File: config.mk
export PLATFORM = sky130hd
export DESIGN_NAME = serial_subtractor
export DESIGN_NICKNAME = d
export VERILOG_FILES = /design/src/rtl/serial_sub_pkg.sv /design/src/rtl/full_subtractor_tt.sv /design/src/rtl/serial_subtractor.sv
export SDC_FILE = /design/constraint.sdc
export NUM_CORES = 1
export LEC_CHECK = 0
export CORE_MARGIN = 4
export CORE_UTILIZATION = 51
export DETAILED_ROUTE_END_ITERATION = 8
export GPL_ROUTABILITY_DRIVEN = 0
export PLACE_DENSITY = 0.78
export SLEW_MARGIN = 20
export SYNTH_ARGS = -nofsm -noshare
export SYNTH_HDL_FRONTEND = slang
export SYNTH_SLANG_ARGS = --single-unit
File: constraint.sdc
create_clock -name clk -period 1.7 [get_ports clk]
set_input_delay 0.425 -clock clk [delete_from_list [all_inputs] [get_ports clk]]
set_output_delay 0.425 -clock clk [all_outputs]
set_load 0.01 [all_outputs]
File: src/rtl/serial_sub_pkg.sv
// Shared types and defaults for the bit-serial subtractor.
// State encoding is exported so checkers can decode the debug state output.
package serial_sub_pkg;

    localparam int DEFAULT_WIDTH = 8;

    typedef enum logic [1:0] {
        IDLE = 2'd0,
        RUN  = 2'd1,
        DONE = 2'd2
    } state_t;

endpackage

File: src/rtl/full_subtractor_tt.sv
// One-bit full subtractor as an explicit truth table: a - b - bin -> {bout, d}.
module full_subtractor_tt (
    input  logic a,
    input  logic b,
    input  logic bin,
    output logic d,
    output logic bout
);

    always_comb begin
        d    = 1'b0;
        bout = 1'b0;
        case ({a, b, bin})
            3'b000: begin d = 1'b0; bout = 1'b0; end
            3'b001: begin d = 1'b1; bout = 1'b1; end
            3'b010: begin d = 1'b1; bout = 1'b1; end
            3'b011: begin d = 1'b0; bout = 1'b1; end
            3'b100: begin d = 1'b1; bout = 1'b0; end
            3'b101: begin d = 1'b0; bout = 1'b0; end
            3'b110: begin d = 1'b0; bout = 1'b0; end
            3'b111: begin d = 1'b1; bout = 1'b1; end
            default: begin d = 1'b0; bout = 1'b0; end
        endcase
    end

endmodule

File: src/rtl/serial_subtractor.sv
// Bit-serial unsigned subtractor: diff = a - b, one bit per clock, LSB first.
// Handshake: start is sampled only in IDLE; done pulses one cycle with diff/borrow_out valid.
module serial_subtractor
    import serial_sub_pkg::*;
#(
    parameter int WIDTH = DEFAULT_WIDTH
) (
    input  logic             clk,
    input  logic             rst_n,
    input  logic             start,
    input  logic [WIDTH-1:0] a,
    input  logic [WIDTH-1:0] b,
    output logic             busy,
    output logic             done,
    output logic [WIDTH-1:0] diff,
    output logic             borrow_out,
    output state_t           state_dbg
);

    localparam int CW = $clog2(WIDTH);
    localparam logic [CW-1:0] LAST = CW'(WIDTH - 1);

    state_t           state;
    logic [WIDTH-1:0] sa;
    logic [WIDTH-1:0] sb;
    logic [WIDTH-2:0] sd;
    logic             borrow;
    logic [CW-1:0]    cnt;

    logic             bit_d;
    logic             bit_bo;
    logic [WIDTH-1:0] sd_next;

    full_subtractor_tt u_bit (
        .a    (sa[0]),
        .b    (sb[0]),
        .bin  (borrow),
        .d    (bit_d),
        .bout (bit_bo)
    );

    // New bit enters at the MSB so the first (LSB) bit lands at bit 0 after WIDTH steps.
    assign sd_next   = {bit_d, sd};
    assign state_dbg = state;

    always_ff @(posedge clk) begin
        if (!rst_n) begin
            state      <= IDLE;
            busy       <= 1'b0;
            done       <= 1'b0;
            diff       <= '0;
            borrow_out <= 1'b0;
            sa         <= '0;
            sb         <= '0;
            sd         <= '0;
            borrow     <= 1'b0;
            cnt        <= '0;
        end else begin
            case (state)
                IDLE: begin
                    done <= 1'b0;
                    if (start) begin
                        sa     <= a;
                        sb     <= b;
                        borrow <= 1'b0;
                        cnt    <= '0;
                        state  <= RUN;
                        busy   <= 1'b1;
                    end
                end
                RUN: begin
                    sa     <= sa >> 1;
                    sb     <= sb >> 1;
                    sd     <= sd_next[WIDTH-1:1];
                    borrow <= bit_bo;
                    if (cnt == LAST) begin
                        diff       <= sd_next;
                        borrow_out <= bit_bo;
                        state      <= DONE;
                        done       <= 1'b1;
                    end else begin
                        cnt <= cnt + CW'(1);
                    end
                end
                DONE: begin
                    state <= IDLE;
                    busy  <= 1'b0;
                    done  <= 1'b0;
                end
                default: begin
                    state <= IDLE;
                    busy  <= 1'b0;
                    done  <= 1'b0;
                end
            endcase
        end
    end

endmodule

==> results.txt <==
----------------------------------------------------
[Global routing]
  Global-route wire length before repair ... 6590 um
  Largest net degree at the start of global routing ... 22
  GRT Overall Usage ... 0.197
  Antenna violations before repair ... 0
  Overflow left after global routing ... 0
  Vias in the first global route ... 1501

[Clock tree]
  Clock Sinks ... 42
  Clock latency at the later pin of the worst-skew pair ... 360 ps
  Root Driver ... clkbuf_4
  CTS tree ... yes
  Maximum number of buffers from clock root to sink ... 2
  H-Tree Level Count ... 2
  Clock input transition at the sequential cells of the worst setup and hold paths ... 110 ps
  Cts hold-fix bufs ... 0
  TritonCTS buffer count ... 5

[STA]
  Final Hold Viols ... 0
  Worst clock skew on the final layout ... 8.11 ps
  Highest clock rate ... 597 MHz
  Number of pins exceeding their max-slew limit in the final report ... 0
  # setup viols final ... 0
  Final worst-path cycle share ... 0.986
  Final Worst Setup Slack ... 24.5 ps
  Least-Margin Pin Slew ... 394 ps
  Min cycle time layout ... 1680 ps
  Final sum of negative setup slack ... 0 ps
  Max-slew headroom ... 0.737
  RSZ-0062 raised after global routing ... false

[Setup path]
  Critical path's top delay family ... buffers and inverters
  Worst Path Arrival ... 1930 ps
  CP startpoint kind ... input port
  Path type of the worst setup path ... in2reg
  Sum of buffers and inverters on the critical path ... 1
  Largest stage delay on the critical path ... 550 ps
  Max stage delay cell, worst path ... clkdlybuf4s50_1
  Maximum fanout along the worst path ... 5
  Cell-by-cell trace of the critical path ... clkdlybuf4s50_1 > nand2b_1 > o22a_1 > o221ai_1 > ha_1 > xnor2_1
  Critical Path RT ... 1960 ps
  Endpoint class of the critical path ... flip-flop

[Power]
  Static power due to leakage ... 0.981 nW
  Pwr/cell area ... 824 nW/um^2
  Worst voltage drop across the vdd grid ... 559 uV

[Placed design]
  Area post-placement ... 2130 um^2
  Worst slack after detailed placement ... -332 ps
  Placed insts ... 267
  HPWL reported at the end of detailed placement ... 2900 um
  Total of buffers placed on input and output ports ... 31

[Synthesis]
  Number of synthesized register bits ... 42
  Synthesized netlist cell count ... 194
  Most frequent cell after synthesis ... dfxtp_1
  Flip-flop cell with the highest count after synthesis ... dfxtp_1
  Net count after synthesis ... 217
  Proportion of netlist area held by the largest area contributor ... 0.483
  Async SR Flop Fraction ... 0
  Number of synthesized flops with an enable pin ... 0
  Post-Syn Area per Cell ... 8.97 um^2
  Cells taking the most area after synthesis ... dfxtp_1 (48%), a21boi_0 (8.2%), nand2_1 (6.0%), o21ai_0 (4.6%), o22ai_1 (4.3%)
  Count of warnings emitted by yosys ... 0
  Most frequent cells after synthesis ... dfxtp_1 (42), nand2_1 (28), a21boi_0 (19)
  Fraction of the yosys area taken by sequential cells ... 0.483
  Number of distinct standard cells referenced by the synthesized netlist ... 32
  Combined area of all synthesized cells ... 1740 um^2
  Cell accounting for the most synthesized area ... dfxtp_1

[Drt]
  Total Wirelength ... 3890 um
  Met3 WL post-DR ... 185 um
  First-iteration detailed-routing DRC count ... 132
  First-pass iteration count of the detailed router ... 6
  Routed met1 length ... 1730 um
  Post-detailed-route count of antenna-violating nets ... 0
  Total met2 wirelength after detailed routing ... 1900 um
  Via density per instance ... 5.51
  Routed len/inst ... 14.1 um
  Via Count ... 1521
  Drc violations ... 0
  Uppermost metal layer occupied by signal nets ... met4

[Cells and area]
  N_diodes ... 0
  Layout cells sized above 1 ... 0.112
  Synth-to-layout area growth ... 27.7%
  Finished Cell Area ... 2220 um^2
  Post-layout net count ... 254
  Final core area utilization ... 0.705
  Post-route insts no fill ... 276

[Job]
  Number of max-cap violations ... 0

[Die]
  Ports ... 32
  Die height ... 66.4 um
  Site Rows ... 20
  DIE AREA ... 4410 um^2
  Core area ... 3150 um^2
  Initial cell density of the core ... 0.552
  Die Span X ... 66.4 um

[Hold path]
  Path type of the worst min-delay path ... reg2reg

[Outcome]
  Run status ... finished clean

----------------------------------------------------
-- worst paths after layout --
kind | from | to | slack [ps] | cells past startpoint
max | start | u_bit.d | 20 | 6
max reg2reg | state_dbg[0] | u_bit.d | 190 | 5
min reg2reg | busy | busy | 460 | 2
min | busy | busy | 460 | 2
-- sequential cells by signal, summed over array words and instances, names as in the netlist --
name,cells
borrow,1
borrow_out,1
busy,1
cnt,3
diff,8
done,1
sa,8
sb,8
sd,7
state_dbg,2
u_bit.bout,1
u_bit.d,1
-- worst min-delay path, cell delays in order (launching register included) --
cell	delay, ps
dfxtp_1	330
inv_1	40
a21oi_1	50
-- per-stage QoR --
step / total power [mW] / hold WS (ps)
floorplan: 1.23 / 441
finish: 1.83 / 459
global route: 1.92 / 470
global placement: 1.33 / 437
detailed placement: 1.34 / 445
CTS: 1.84 / 461
-- report_power, final --
part / internal [mW] / switching (mW)
Combinational: 0.132 / 0.116
Sequential: 1.04 / 0.0346
Clock: 0.201 / 0.309
Total: 1.37 / 0.460
-- layer usage --
metal	vias up	GRT usage
met1	715	0.244
met5	-	0
met4	0	0.0914
met3	7	0.0459
met2	38	0.320
li1	761	-
-- cell usage in the layout (no fill, tap or decap) --
master | synthesis | routed
nand2_1 | 28 | 28
o211a_1 | 1 | 1
o221a_2 | 2 | 2
nand3b_1 | 1 | 1
or4b_1 | 1 | 1
and3_1 | 1 | 1
inv_1 | 5 | 5
dfxtp_4 | 0 | 1
o21ai_0 | 16 | 16
nand2b_1 | 2 | 2
a21boi_0 | 19 | 19
buf_4 | 1 | 13
dlymetal6s2s_1 | 0 | 8
ha_1 | 4 | 4
a22o_1 | 1 | 1
o2111ai_2 | 1 | 1
o22ai_1 | 12 | 12
dfxtp_1 | 42 | 40
o21ba_2 | 1 | 1
nor3b_1 | 3 | 3
a22oi_1 | 2 | 2
mux2i_1 | 1 | 1
or3b_1 | 1 | 1
o21bai_1 | 1 | 1
dfxtp_2 | 0 | 1
dlygate4sd2_1 | 0 | 2
clkinv_2 | 0 | 1
o22a_1 | 1 | 1
o221ai_1 | 1 | 1
clkbuf_8 | 0 | 1
clkbuf_4 | 0 | 5
nor2b_1 | 4 | 4
nor3_1 | 1 | 1
nand3_1 | 9 | 9
xnor2_1 | 1 | 1
a21oi_1 | 13 | 13
clkbuf_1 | 7 | 1
clkdlybuf4s50_1 | 0 | 21
and2_1 | 5 | 5
-- area by class of cell --
type,instances,area (um^2)
fill,274,931
sequential,42,846
multi-input combinational,133,817
timing repair buffer,44,425
clock buffer,7,55.1
tap,44,55.1
inverter,5,18.8
clock inverter,1,5.00
-- what timing repair did --
item / in CTS / in global routing
setup buffers: 0 / 1
pin swaps: 0 / 1
gates resized for setup: 5 / 8
hold endpoints to repair: 0 / 0
endpoints found under the setup margin: 2 / 17
-- cells by family after synthesis --
| logic type | synth area share |
|---|---|
| adders and majority gates | 0.0288 |
| and+or+nand+nor | 0.160 |
| muxes | 0.00575 |
| buffers and inverters | 0.0475 |
| AOI/OAI and AO/OA | 0.270 |
| DFF | 0.483 |
| xor gates and xnor gates | 0.00503 |
Note: power is estimated with default switching activity, not from simulation.
